<file path="config.mk">
export PLATFORM = sky130hd
export DESIGN_NAME = uart_tx
export DESIGN_NICKNAME = d
export VERILOG_FILES = /design/src/rtl/uart_tx.sv
export SDC_FILE = /design/constraint.sdc
export NUM_CORES = 1
export LEC_CHECK = 0
export ABC_AREA = 1
export CAP_MARGIN = 10
export CELL_PAD_IN_SITES_DETAIL_PLACEMENT = 1
export CELL_PAD_IN_SITES_GLOBAL_PLACEMENT = 1
export CORE_ASPECT_RATIO = 0.6
export CORE_MARGIN = 2
export CORE_UTILIZATION = 41
export CTS_BUF_LIST = sky130_fd_sc_hd__clkbuf_8 sky130_fd_sc_hd__clkbuf_16
export CTS_CLUSTER_DIAMETER = 150
export DETAILED_ROUTE_END_ITERATION = 10
export PLACE_DENSITY = 0.78
export SYNTH_ARGS = -nofsm -noshare
export SYNTH_HDL_FRONTEND = slang
export SYNTH_SLANG_ARGS = --single-unit
</file>
<file path="constraint.sdc">
create_clock -name clk -period 3.8 [get_ports clk]
set_clock_uncertainty 0.15 [all_clocks]
set_input_delay 0.57 -clock clk [delete_from_list [all_inputs] [get_ports clk]]
set_output_delay 0.57 -clock clk [all_outputs]
set_load 0.05 [all_outputs]
</file>
<file path="src/rtl/uart_tx.sv">
// 8-bit UART transmitter: FIFO_DEPTH-entry write FIFO feeding a start/data/parity/stop
// framer. Frame settings are captured when a byte leaves the FIFO.
module uart_tx #(
  parameter int FIFO_DEPTH = 4
) (
  input  logic        clk,
  input  logic        rst_n,
  input  logic [31:0] divider_i,
  input  logic        tx_en_i,
  input  logic        parity_en_i,
  input  logic        parity_odd_i,
  input  logic        stop2_i,
  input  logic [7:0]  tx_d_i,
  input  logic        tx_d_valid_i,
  input  logic        ovf_clr_i,
  input  logic [1:0]  txirqmask_i,
  output logic        tx_o,
  output logic [31:0] tx_status_o,
  output logic        tx_irq_o
);

  localparam int AW = (FIFO_DEPTH > 1) ? $clog2(FIFO_DEPTH) : 1;
  localparam int CW = AW + 1;

  typedef enum logic [2:0] {IDLE, START, DATA, PARITY, STOP} state_e;

  logic [7:0]    mem_q [FIFO_DEPTH];
  logic [AW-1:0] wr_ptr_q, rd_ptr_q;
  logic [CW-1:0] count_q, count_d;
  logic          ovf_q, ovf_d;

  state_e        state_q;
  logic [7:0]    shift_q;
  logic [31:0]   div_q;
  logic [31:0]   cnt_q;
  logic [2:0]    bit_idx_q;
  logic          par_en_q;
  logic          par_bit_q;
  logic          stop2_q;
  logic          stop_idx_q;
  logic          tx_q;
  logic          irq_q;

  logic          fifo_empty, fifo_full, busy, pop, push;
  logic [7:0]    head;

  assign fifo_empty = (count_q == '0);
  assign fifo_full  = (count_q == CW'(FIFO_DEPTH));
  assign busy       = (state_q != IDLE);
  assign pop        = (state_q == IDLE) && !fifo_empty && tx_en_i && (divider_i != 32'd0);
  // A full FIFO still takes a write when the head leaves in the same cycle.
  assign push       = tx_d_valid_i && (!fifo_full || pop);
  assign head       = mem_q[rd_ptr_q];

  always_comb begin
    count_d = count_q;
    if (push && !pop)      count_d = count_q + CW'(1);
    else if (pop && !push) count_d = count_q - CW'(1);
    ovf_d = ovf_q;
    if (ovf_clr_i) ovf_d = 1'b0;
    if (tx_d_valid_i && fifo_full && !pop) ovf_d = 1'b1;
  end

  always_ff @(posedge clk) begin
    if (push) mem_q[wr_ptr_q] <= tx_d_i;
  end

  always_ff @(posedge clk or negedge rst_n) begin
    if (!rst_n) begin
      wr_ptr_q <= '0;
      rd_ptr_q <= '0;
      count_q  <= '0;
      ovf_q    <= 1'b0;
      irq_q    <= 1'b0;
    end else begin
      if (push) wr_ptr_q <= wr_ptr_q + AW'(1);
      if (pop)  rd_ptr_q <= rd_ptr_q + AW'(1);
      count_q <= count_d;
      ovf_q   <= ovf_d;
      irq_q   <= (txirqmask_i[0] & fifo_empty & ~busy) | (txirqmask_i[1] & ovf_q);
    end
  end

  // Each bit holds for div_q cycles: cnt_q is loaded with div_q-1 and the bit ends at 0.
  always_ff @(posedge clk or negedge rst_n) begin
    if (!rst_n) begin
      state_q    <= IDLE;
      shift_q    <= '0;
      div_q      <= '0;
      cnt_q      <= '0;
      bit_idx_q  <= '0;
      par_en_q   <= 1'b0;
      par_bit_q  <= 1'b0;
      stop2_q    <= 1'b0;
      stop_idx_q <= 1'b0;
      tx_q       <= 1'b1;
    end else begin
      case (state_q)
        IDLE: begin
          tx_q <= 1'b1;
          if (pop) begin
            state_q    <= START;
            tx_q       <= 1'b0;
            shift_q    <= head;
            div_q      <= divider_i;
            cnt_q      <= divider_i - 32'd1;
            par_en_q   <= parity_en_i;
            par_bit_q  <= (^head) ^ parity_odd_i;
            stop2_q    <= stop2_i;
            bit_idx_q  <= '0;
            stop_idx_q <= 1'b0;
          end
        end
        START: begin
          if (cnt_q == 32'd0) begin
            state_q   <= DATA;
            cnt_q     <= div_q - 32'd1;
            tx_q      <= shift_q[0];
            shift_q   <= shift_q >> 1;
            bit_idx_q <= '0;
          end else begin
            cnt_q <= cnt_q - 32'd1;
          end
        end
        DATA: begin
          if (cnt_q == 32'd0) begin
            cnt_q <= div_q - 32'd1;
            if (bit_idx_q == 3'd7) begin
              if (par_en_q) begin
                state_q <= PARITY;
                tx_q    <= par_bit_q;
              end else begin
                state_q <= STOP;
                tx_q    <= 1'b1;
              end
            end else begin
              bit_idx_q <= bit_idx_q + 3'd1;
              tx_q      <= shift_q[0];
              shift_q   <= shift_q >> 1;
            end
          end else begin
            cnt_q <= cnt_q - 32'd1;
          end
        end
        PARITY: begin
          if (cnt_q == 32'd0) begin
            state_q <= STOP;
            cnt_q   <= div_q - 32'd1;
            tx_q    <= 1'b1;
          end else begin
            cnt_q <= cnt_q - 32'd1;
          end
        end
        STOP: begin
          if (cnt_q == 32'd0) begin
            if (stop2_q && !stop_idx_q) begin
              stop_idx_q <= 1'b1;
              cnt_q      <= div_q - 32'd1;
            end else begin
              state_q <= IDLE;
            end
          end else begin
            cnt_q <= cnt_q - 32'd1;
          end
        end
        default: begin
          state_q <= IDLE;
          tx_q    <= 1'b1;
        end
      endcase
    end
  end

  assign tx_o        = tx_q;
  assign tx_irq_o    = irq_q;
  assign tx_status_o = {24'd0, 4'(count_q), ovf_q, fifo_full, fifo_empty, busy};

endmodule

</file>
==> impl_metrics.ini <==
[run_status]
status = complete, no violations

[global_route]
track_usage_pct = 25.0
antenna_found_initial = 1
grt_pass1_vias = 6507
globalRouteOverflowTotal = 0
grt_pass1_wl_um = 35300
grt_max_degree = 51

[yosys]
yosysTopAreaCell = dfrtp_1
async_reset_ff_share_pct = 74.2
ys_seq_area_share_pct = 46.2
synth_cell_types = 41
syn-instance-count = 943
synth_top_area_share_pct = 32.2
synth_common_cells = nand2_1 (322), inv_1 (96), nor2_1 (92)
yosys_warnings = 0
syn_area_sq_um = 7060
syn_area_per_cell_sq_um = 7.49
synth_edf_count = 32
synth-seq-cells = 124
ys_dominant_reg_cell = dfrtp_1
yosysMostFrequentCell = nand2_1
synth.area.top_cells = dfrtp_1 (32%), nand2_1 (17%), edfxtp_1 (14%), o21ai_0 (5.2%), inv_1 (5.1%)

[sta]
fin_crit_sh_pct = 85.1
finalSetupViolCount = 0
period_needed_ps = 3230
rsz0062_at_grt = no
worst_slew_pin_slew_ps = 859
maxSlewHeadroom_pct = 42.5
fin_ws_ps = 568
final-max-slew-violation-count = 0
fmax_mhz = 309
hold_violations = 0
tns_ps = 0

[critical_path]
cp-startpoint = divider_i[2]
worstSetupEndpoint = count_q[1]
r2r_setup_slack_ps = 570
rr_endpoint = cnt_q[14]
start_kind = input pin
rr_startpoint = state_q[0]
critPathRequiredTime_ps = 3980
cp-end-kind = flip-flop
path_class = in2reg
crit_fanout = 3
crit_arrival_ps = 3410
r2r_cells = 15

[route]
avgViaCountPerCell = 5.03
vias = 6308
drt_iter0_drc = 432
wire_per_inst_um = 17.1
drc = 0
drt-total-wl_um = 21400
first_pass_iters = 5
postRouteAntennaNets = 0

[cts]
clock_latency_ps = 440
path_clk_slew_ps = 60
htreeDepth = 4
cts_buffers = 17
postCtsSetupRepairBufs = 0
cts.sinks = 124
cts-hold-fix-buffers = 0
cts_resized = 0
cts_root_buf = clkbuf_16
cts_tree = yes
ctsLongestPathBuffers = 2

[place]
dp_hpwl_um = 15900
port_buffers = 58
placed_area_sq_um = 7850
finalWeightedCongestion = 0.910
pre_cts_slack_ps = 174

[power]
pwr-share-clk_pct = 45.1
powerDensity_nw_per_um2 = 455
p_int_w = 0.00273
switching_share_pct = 29.2
power_frac_seq_pct = 39.8
total_power_w = 0.00386
switchingPower_w = 0.00113
pwr-share-comb_pct = 15.0
peakVddDrop_v = 0.000433
leakagePower_nw = 4.12

[layout]
multi_input_area_sq_um = 3140
final_area_sq_um = 8470
finalNetCount = 1065
diodes = 0
syn2layout_area_growth_pct = 19.9
nFillCells = 2117
seq_area_sq_um = 3260
utilization_pct = 49.9
drive_above_1_share_pct = 7.75

[die]
start_util_pct = 41.6
die_w_um = 173
row_count = 37
die_y_um = 106
io_pins = 84
dieArea_sq_um = 18300
core_sq_um = 17000

[worst_hold_path]
hold_path_class = in2async

[run]
drv_cap = 0
[worst max-delay path, stage by stage]
cell,delay [ps]
clkdlybuf4s50_1,490
nor4_1,580
buf_4,210
nand4_1,80
o21a_1,230
clkinv_1,70
nand2_1,50
nand2_1,90
inv_1,70
ha_1,200
inv_1,100
fa_1,410
mux2_2,270
[cells in the final DEF, fill, tap and decap left out, drive strengths merged, types with 2 or more instances in the layout]
master | synthesis | layout
clkinv | 1 | 5
or2 | 2 | 2
nand4 | 2 | 2
bufinv | 0 | 3
inv | 104 | 110
o21ai | 79 | 79
nor4 | 8 | 8
ha | 8 | 8
nor3 | 3 | 3
clkdlybuf4s50 | 0 | 57
o22ai | 6 | 6
edfxtp | 32 | 32
xnor2 | 11 | 11
nand2 | 325 | 325
dfrtp | 91 | 91
clkbuf | 12 | 18
xor2 | 9 | 9
nor2 | 102 | 102
o22a | 3 | 3
a31oi | 7 | 7
conb | 1 | 25
nand3 | 53 | 53
a21oi | 11 | 11
nand3b | 16 | 16
buf | 47 | 22
[layout make-up]
cell class / count / share of cell area (%)
flip-flops and latches: 124 / 38.5
multi-input cells: 679 / 37.1
repair buffers: 79 / 8.98
clock buffers: 18 / 5.18
inverters: 105 / 4.65
well taps: 234 / 3.46
clock inverters: 14 / 2.13
[flip-flops by register name, summed over array words and instances, names as in the netlist]
signal / count
cnt_q: 32
div_q: 32
mem_q: 32
shift_q: 8
bit_idx_q: 3
count_q: 3
state_q: 3
rd_ptr_q: 2
wr_ptr_q: 2
ovf_q: 1
par_bit_q: 1
par_en_q: 1
stop2_q: 1
stop_idx_q: 1
tx_irq_o: 1
tx_o: 1
[worst min path at each step]
| stage | start | end |
|---|---|---|
| 6_report | rst_n | div_q[25] |
| 5_1_grt | rst_n | div_q[23] |
| 4_1_cts | rst_n | cnt_q[24] |
| 3_5_place_dp | shift_q[6] | shift_q[6] |
| 3_3_place_gp | stop2_q | stop2_q |
| 2_1_floorplan | rst_n | bit_idx_q[0] |
[cell families after synthesis]
kind of cell	count (synthesis)	synth area share [%]
flip-flops	124	46.2
other	1	0.0531
adder cells (fa/ha/maj)	9	1.70
multiplexers	1	0.159
AND/OR/NAND/NOR	511	30.1
buffers and inverters	164	10.6
AO/OA/AOI/OAI	113	8.70
XOR/XNOR	20	2.48
[power by group through the flow]
stage	Sequential (W)	Combinational, W	Clock [W]
after floorplan	0.00161	0.000330	0
after global placement	0.00156	0.000565	0
after detailed placement	0.00156	0.000583	0
after CTS	0.00154	0.000587	0.00177
after global routing	0.00155	0.000633	0.00181
final	0.00154	0.000580	0.00174
[stage by stage]
| step | std cells | hold slack [ps] |
|---|---|---|
| 2_1_floorplan | 967 | 124 |
| 4_1_cts | 1253 | 30.6 |
| 6_report | 1253 | 8.68 |
| 3_3_place_gp | 1221 | 313 |
| 3_5_place_dp | 1221 | 316 |
| 5_1_grt | 1253 | 48.6 |
[per-layer routing]
metal	vias to the layer above	track usage (%)	share of wire, %
met3	23	5.16	5.2
li1	3073	-	-
met2	159	34.2	39
met5	-	0	0.047
met1	3051	39.1	55
met4	2	7.14	1.3
(Power assumes the default switching activity.)
